$ cat config.mk
export PLATFORM = sky130hd
export DESIGN_NAME = jtframe_ioctl_gen
export DESIGN_NICKNAME = d
export VERILOG_FILES = /design/src/rtl/jtframe_ioctl_gen.sv
export SDC_FILE = /design/constraint.sdc
export NUM_CORES = 1
export LEC_CHECK = 0
export CAP_MARGIN = 20
export CORE_MARGIN = 2
export CORE_UTILIZATION = 30
export CTS_BUF_LIST = sky130_fd_sc_hd__clkbuf_8 sky130_fd_sc_hd__clkbuf_16
export CTS_CLUSTER_DIAMETER = 150
export DETAILED_ROUTE_END_ITERATION = 8
export HOLD_SLACK_MARGIN = 0.15
export PLACE_DENSITY_LB_ADDON = 0.08
export SKIP_CTS_REPAIR_TIMING = 1
export SLEW_MARGIN = 20
export SYNTH_ARGS = -nofsm -noshare
export SYNTH_HDL_FRONTEND = slang
export SYNTH_SLANG_ARGS = --single-unit
$ cat constraint.sdc
create_clock -name clk -period 7.3 [get_ports clk]
set_input_delay 2.19 -clock clk [delete_from_list [all_inputs] [get_ports clk]]
set_output_delay 2.19 -clock clk [all_outputs]
set_load 0.02 [all_outputs]
$ cat src/rtl/jtframe_ioctl_gen.sv
// ROM-download stimulus generator: paced ioctl write stream with LFSR data,
// linear addresses, ack wait with timeout and sticky done/err reporting.
module jtframe_ioctl_gen #(
    parameter int          AW       = 26,
    parameter int          DW       = 8,
    parameter int          LEN      = 2**AW,
    parameter int          GAP      = 31,
    parameter int          ACK_MASK = 1,
    parameter int          TIMEOUT  = 1023,
    parameter logic [28:0] SEED     = 29'd1
)(
    input  logic          rst,
    input  logic          clk,
    input  logic          start,
    input  logic          stall,
    input  logic          sdram_ack,
    output logic          ioctl_rom,
    output logic [AW-1:0] ioctl_addr,
    output logic [DW-1:0] ioctl_dout,
    output logic          ioctl_wr,
    output logic          busy,
    output logic          done,
    output logic          err,
    output logic [AW:0]   wr_cnt
);

    localparam int GW = $clog2(GAP + 1);
    localparam int TW = (TIMEOUT < 1) ? 1 : $clog2(TIMEOUT + 1);
    // Completion is detected on the write count so LEN==2**AW works with a wrapping address
    localparam logic [AW:0] NWR = (AW+1)'(LEN / (DW/8));

    typedef enum logic [2:0] {
        S_IDLE, S_GAP, S_WR, S_ACK, S_NEXT, S_DONE, S_ERR
    } state_t;

    state_t        state;
    logic [28:0]   lfsr;
    logic [28:0]   lfsr_nx;
    logic [GW-1:0] gap_cnt;
    logic [TW-1:0] tmo_cnt;
    logic          ack_needed;

    assign lfsr_nx    = {lfsr[0], lfsr[28], lfsr[27] ^ lfsr[0], lfsr[26:1]};
    assign ack_needed = (ioctl_addr & AW'(ACK_MASK)) == AW'(ACK_MASK);
    assign busy       = ioctl_rom;

    always_ff @(posedge clk or posedge rst) begin
        if (rst) begin
            state      <= S_IDLE;
            lfsr       <= SEED;
            gap_cnt    <= '0;
            tmo_cnt    <= '0;
            ioctl_rom  <= 1'b0;
            ioctl_addr <= '0;
            ioctl_dout <= '0;
            ioctl_wr   <= 1'b0;
            done       <= 1'b0;
            err        <= 1'b0;
            wr_cnt     <= '0;
        end else begin
            ioctl_wr <= 1'b0;
            case (state)
                S_IDLE, S_DONE, S_ERR: begin
                    if (start) begin
                        state      <= S_GAP;
                        gap_cnt    <= GW'(GAP);
                        ioctl_addr <= '0;
                        wr_cnt     <= '0;
                        lfsr       <= SEED;
                        ioctl_dout <= SEED[DW-1:0];
                        ioctl_rom  <= 1'b1;
                        done       <= 1'b0;
                        err        <= 1'b0;
                    end
                end
                S_GAP: begin
                    if (!stall) begin
                        if (gap_cnt == '0) begin
                            state    <= S_WR;
                            ioctl_wr <= 1'b1;
                        end else begin
                            gap_cnt <= gap_cnt - 1'b1;
                        end
                    end
                end
                S_WR: begin
                    // Data for the next write is presented as the strobe drops
                    wr_cnt     <= wr_cnt + 1'b1;
                    lfsr       <= lfsr_nx;
                    ioctl_dout <= lfsr_nx[DW-1:0];
                    tmo_cnt    <= '0;
                    state      <= ack_needed ? S_ACK : S_NEXT;
                end
                S_ACK: begin
                    if (sdram_ack) begin
                        state <= S_NEXT;
                    end else if (tmo_cnt == TW'(TIMEOUT)) begin
                        state     <= S_ERR;
                        ioctl_rom <= 1'b0;
                        err       <= 1'b1;
                    end else begin
                        tmo_cnt <= tmo_cnt + 1'b1;
                    end
                end
                S_NEXT: begin
                    ioctl_addr <= ioctl_addr + AW'(DW/8);
                    if (wr_cnt == NWR) begin
                        state     <= S_DONE;
                        ioctl_rom <= 1'b0;
                        done      <= 1'b1;
                    end else begin
                        state   <= S_GAP;
                        gap_cnt <= GW'(GAP);
                    end
                end
                default: state <= S_IDLE;
            endcase
        end
    end

endmodule
==> reports/metrics.cfg, run 1 <==
[run_status]
outcome=finished, final reports clean

[timing]
fmax_mhz=258
worst_pin_slew_ns=0.923
final_max_slew_viol_count=0
timing.slew.headroom_pct=38.4
finalSetupViolCount=0
hold_violations=0
layout_setup_ws_ns=3.42
fin_crit_ns=3.88
fin_skew_ns=0.00871
rsz0062_at_grt=no
tns_ns=0
finalCritPeriodShare_pct=53.1

[finish]
n_fill_cell=1766
design_area_um2=6570
final_net_count=628
drive_gt1_share_pct=4.49
final_common_cell=dfrtp_1
area_delta_synth_final_pct=21.1
layout.cells.non_filler=852
diodes=0
final_cell_mix=dfrtp_1, nand2_1, o21ai_0

[global_routing]
grt_max_degree=72
grt_pass1_vias=4252
antenna_found_initial=0
grt_overflow=0
grtUsageTotal_pct=14.7
grt_pass1_wl_mm=23.1

[power]
p_leak_nw=2.83
pwr-share-comb_pct=16.5
pwr-share-seq_pct=46.1
irDropWorstVdd_v=0.000128
p_switching_mw=0.425
power_frac_clock_pct=37.4
switching_share_pct=30.1
power_mw=1.41
power.density_nw_per_um2=215
internal_power_mw=0.989

[drt]
route.detailed.drc=0
vias=4456
drt_pre_antenna_iters=4
routed_via_density=5.23
finalWirelength_mm=13.9
route.detailed.wl_per_inst_um=16.3
drt_iter0_markers=305
antenna_left=0

[floorplanning]
start_util_pct=30.4
dieWidth_um=139
core-area_um2=17800
rows=49
dieArea_um2=19200
io-pin-count=71
die_y_um=139

[yosys]
async_flop_share_pct=100
syn_area_per_cell_um2=9.41
synthCells=577
synth_top_area_share_pct=47.9
post-synth-top-area-cell=dfrtp_1
ys.warnings.count=0
ys_types=59
synth.area.top_cells=dfrtp_1, o21ai_0, mux2i_1, nand2_1, nand4_1
ys.flop_type=dfrtp_1
ys_seq_area_share_pct=48.4
synth.cell_area_um2=5430
synth_nets=587
synth_edf_count=0
ys_seq_elements=105

[placement]
dp_cells=836
hpwl_mm=9.06
io_buffers=70
place.gp.congestion=0.769
preCtsSetupSlack_ns=2.61
place_area_um2=6250

[worst_setup_path]
path_max_fanout=48
crit_path_start_kind=input port
r2r_slack_ns=4.59
critical_path_class=in2reg
arrival_ns=4.07
worstPathRequired_ns=7.50
end_kind=flip-flop

[cts]
worstSkewPairLatency_ns=0.35
numCtsBuffers=9
cts.clk_slew.worst_paths_ns=0.08
cts.sinks=105
cts_tree=yes
cts.path.max_buffers=2
clock-root-buffer=clkbuf_16
htree_levels=3

[flow_run]
cap_violations=0

[hold_path]
min_path_type=reg2reg

==> power by group through the flow <==
stage	Sequential (mW)	Clock [mW]	Combinational [mW]
4_1_cts	0.652	0.545	0.236
2_1_floorplan	0.660	0	0.152
5_1_grt	0.658	0.571	0.258
3_5_place_dp	0.663	0	0.236
6_report	0.652	0.529	0.234
3_3_place_gp	0.663	0	0.232
==> flip-flops by register name (all words and copies together) (netlist names) <==
register and count:
ioctl_wr 1, tmo_cnt 10, gap_cnt 5, wr_cnt 27
ioctl_dout 7, err 1, done 1, state 3
busy 1, ioctl_addr 26, lfsr 23
==> layout make-up <==
cell class,instances,area (um2),area share (%)
Tap cell,229,287,4.36
Clock buffer,9,225,3.43
Multi-Input combinational cell,413,2550,38.8
Inverter,16,62.6,0.952
Timing Repair Buffer,73,723,11.0
Sequential cell,105,2630,40.0
Clock inverter,7,93.8,1.43
==> through the flow <==
| step | util [%] | hold slack [ns] |
|---|---|---|
| CTS | 36.8 | 0.477 |
| detailed placement | 35.0 | 0.463 |
| finish | 36.8 | 0.479 |
| floorplan | - | 0.450 |
| global placement | 35.0 | 0.459 |
| global route | 36.8 | 0.502 |
==> critical path: stages <==
cell,delay (ns)
clkdlybuf4s50_1,0.61
inv_2,0.36
nor2_4,0.66
o21ai_0,0.21
==> layer usage <==
| metal | global-route usage, % | vias up | part of all wire, % |
|---|---|---|---|
| li1 | - | 2190 | - |
| met2 | 22.8 | 68 | 46 |
| met4 | 4.94 | 0 | 1.2 |
| met3 | 2.56 | 9 | 2.6 |
| met1 | 20.8 | 2189 | 50 |
| met5 | 0 | - | 0 |
==> final timing paths <==
path / startpoint / end / cells past startpoint
hold / removal: ioctl_addr[25]$_DFFE_PP0P_ / ioctl_addr[25]$_DFFE_PP0P_ / 1
min in group asynchronous: rst / tmo_cnt[4]$_DFFE_PP0P_ / 2
setup / recovery: start / lfsr[28]$_DFFE_PP0P_ / 4
max in group asynchronous: rst / lfsr[0]$_DFFE_PP1P_ / 3
setup reg to reg: state[0]$_DFFE_PP0P_ / lfsr[28]$_DFFE_PP0P_ / 4
hold reg to reg: ioctl_addr[25]$_DFFE_PP0P_ / ioctl_addr[25]$_DFFE_PP0P_ / 1
==> cells in the mapped netlist (3+ instances only) <==
cell,n
o31ai_1,6
or3_1,4
inv_1,15
o22ai_1,3
nor2_1,18
and2_1,10
xnor2_1,3
a32oi_1,3
and4_1,9
clkbuf_1,24
buf_2,8
nand4_1,27
mux2i_1,38
a31oi_1,5
o21ai_1,4
nor4b_1,3
buf_4,9
nand2b_1,8
o21ai_0,78
dfrtp_1,104
nor4_1,5
nor3_1,8
o22a_1,3
nand3_1,29
or3b_1,3
o211ai_1,7
a21oi_1,15
ha_1,5
nand2_1,78
and3_1,7
==> logic make-up after synthesis <==
logic type	after synthesis	synth area share, %
AO/OA/AOI/OAI	142	15.6
XOR/XNOR	5	0.807
adder cells (fa/ha/maj)	5	1.15
buffers and inverters	59	4.88
flip-flops	105	48.4
multiplexers	39	7.21
AND/OR/NAND/NOR	222	21.9
No activity file was read; power rests on OpenSTA's default activity.
==> run 2, diff against run 1 <==
clock period = 3.2 ns   (was 7.3 ns; I/O delays follow)
==> run 2 against run 1 <==
Sequential share of layout area is 0.41 points lower. Utilization grew 0.38 points. Design area grew 1.0%. Largest cell class unchanged. Global-route usage decreased by 0.060 points. Clock skew is 0.0016 ns higher. Power grew 130%. Largest power group unchanged.
==> reports/metrics.cfg, run 2 (synthesis results as in run 1) <==
[global_routing]
grtUsageTotal_pct=14.6  ; -0.060 points
grt_max_degree=48  ; -33%
grt_overflow=0  ; unchanged
grt_pass1_vias=4276  ; +0.56%
grt_pass1_wl_mm=23.0  ; -0.21%
antenna_found_initial=0  ; unchanged

[drt]
routed_via_density=5.26  ; +0.55%
route.detailed.drc=0  ; unchanged
drt_pre_antenna_iters=5  ; +1
route.detailed.wl_per_inst_um=16.0  ; -1.9%
finalWirelength_mm=13.8  ; -0.74%
met2_length_mm=6.30  ; -1.9%
maxUsedRoutingLayer=met4
antenna_left=0  ; unchanged
met1_length_mm=6.78  ; -1.9%
drt_iter0_markers=283  ; -7.2%
vias=4533  ; +1.7%
dr_wl_met3_um=449  ; +24%

[floorplanning]
dieArea_um2=19200  ; unchanged
start_util_pct=30.4  ; unchanged
dieWidth_um=139  ; unchanged
io-pin-count=71  ; unchanged
rows=49  ; unchanged
core-area_um2=17800  ; unchanged
die_y_um=139  ; unchanged

[timing]
rsz0062_at_grt=no
worst_pin_slew_ns=0.786  ; -0.137 ns
finalCritPeriodShare_pct=78.9
tns_ns=0  ; unchanged
fin_crit_ns=2.53
fin_skew_ns=0.0103  ; +0.00160 ns
final_max_slew_viol_count=0  ; unchanged
fmax_mhz=396
finalSetupViolCount=0  ; unchanged
hold_violations=0  ; unchanged
timing.slew.headroom_pct=47.2  ; +8.7 points

[worst_setup_path]
worstPathRequired_ns=3.47  ; -4.03 ns
crit_chain=clkdlybuf4s50_1, nand4bb_1, a2111oi_0, or3b_1, a21oi_1
crit_path_start_kind=input port
arrival_ns=2.79  ; -1.28 ns
cp.buffers_inverters=1  ; -1
path_max_fanout=5  ; -90%
critical_path_class=in2reg
slowest_stage=a2111oi_0
end_kind=flip-flop
critPathMaxStageDelay_ns=0.56  ; -0.10 ns
cp_top_family=compound AO/OA/AOI/OAI gates

[cts]
cts.clk_slew.worst_paths_ns=0.07  ; about the same
worstSkewPairLatency_ns=0.35  ; about the same
htree_levels=3  ; unchanged
cts_tree=yes
clock-root-buffer=clkbuf_16
cts.path.max_buffers=2  ; unchanged
cts.sinks=105  ; unchanged
numCtsBuffers=9  ; unchanged

[power]
irDropWorstVdd_v=0.000284  ; +120%
power.density_nw_per_um2=483  ; +120%
p_leak_nw=2.88  ; +1.9%
power_mw=3.21  ; +130%

[flow_run]
cap_violations=0  ; unchanged

[finish]
reg.largest.list=wr_cnt: 27 flops, ioctl_addr: 26 flops, lfsr: 23 flops
final_cell_mix=dfrtp_1, nand2_1, o21ai_0
regMostFlops=wr_cnt
largest_reg_flops=27  ; unchanged
final_net_count=638  ; +1.6%
final_common_cell=dfrtp_1
n_fill_cell=1777  ; +0.62%
layout.cells.non_filler=862  ; +1.2%
area_delta_synth_final_pct=22.3
drive_gt1_share_pct=5.53  ; +1.0 points
utilization_pct=37.2  ; +0.38 points
diodes=0  ; unchanged
design_area_um2=6640  ; +1.0%

[hold_path]
min_path_type=reg2reg

[placement]
place.gp.congestion=0.791  ; +2.9%
hpwl_mm=9.31  ; +2.7%
io_buffers=70  ; unchanged
place_area_um2=6330  ; +1.3%
dp_cells=846  ; +1.2%

[run_status]
outcome=finished, final reports clean

run 2: changes by cell type in the layout (fill, tap and decap cells not counted), sizes merged:
cell,change
buf,+10
clkbuf,+2
bufinv,-1
clkinv,-1
clkinvlp,-1
inv,+1
run 2: final timing paths:
check	to	depth (start not counted)	start	slack, ns
setup / recovery	tmo_cnt[9]$_DFFE_PP0P_	5	sdram_ack	0.67
hold / removal	ioctl_addr[25]$_DFFE_PP0P_	1	ioctl_addr[25]$_DFFE_PP0P_	0.47
setup reg to reg	ioctl_dout[0]$_DFFE_PP0P_	4	state[0]$_DFFE_PP0P_	0.95
hold reg to reg	ioctl_addr[25]$_DFFE_PP0P_	1	ioctl_addr[25]$_DFFE_PP0P_	0.47
max in group asynchronous	state[0]$_DFFE_PP0P_	3	rst	1.67
min in group asynchronous	wr_cnt[22]$_DFFE_PP0P_	2	rst	0.89
run 2: report_power, final:
group | total [mW] | switching [mW] | internal [mW]
Combinational | 0.573 | 0.364 | 0.209
Clock | 1.16 | 0.509 | 0.650
Sequential | 1.48 | 0.0950 | 1.38
run 2: final cells by class:
cell class	count	area (um2)	area share, %
sequential	105	2630	39.6
multi-input combinational	413	2540	38.3
timing repair buffer	83	811	12.2
tap	229	287	4.31
clock buffer	11	253	3.81
inverter	16	63.8	0.961
clock inverter	5	55.1	0.829
run 2: layer usage:
metal / vias up / track usage, %
met5: - / 0
met4: 0 / 5.75
met3: 14 / 2.56
met2: 88 / 22.1
met1: 2216 / 20.9
li1: 2215 / -
run 2: metrics by stage:
| stage | hold slack, ns | worst slack (ns) |
|---|---|---|
| 6_report | 0.471 | 0.674 |
| 3_5_place_dp | 0.465 | 0.295 |
| 3_3_place_gp | 0.457 | 0.410 |
| 5_1_grt | 0.501 | 0.511 |
| 4_1_cts | 0.480 | 0.671 |
| 2_1_floorplan | 0.450 | 0.981 |
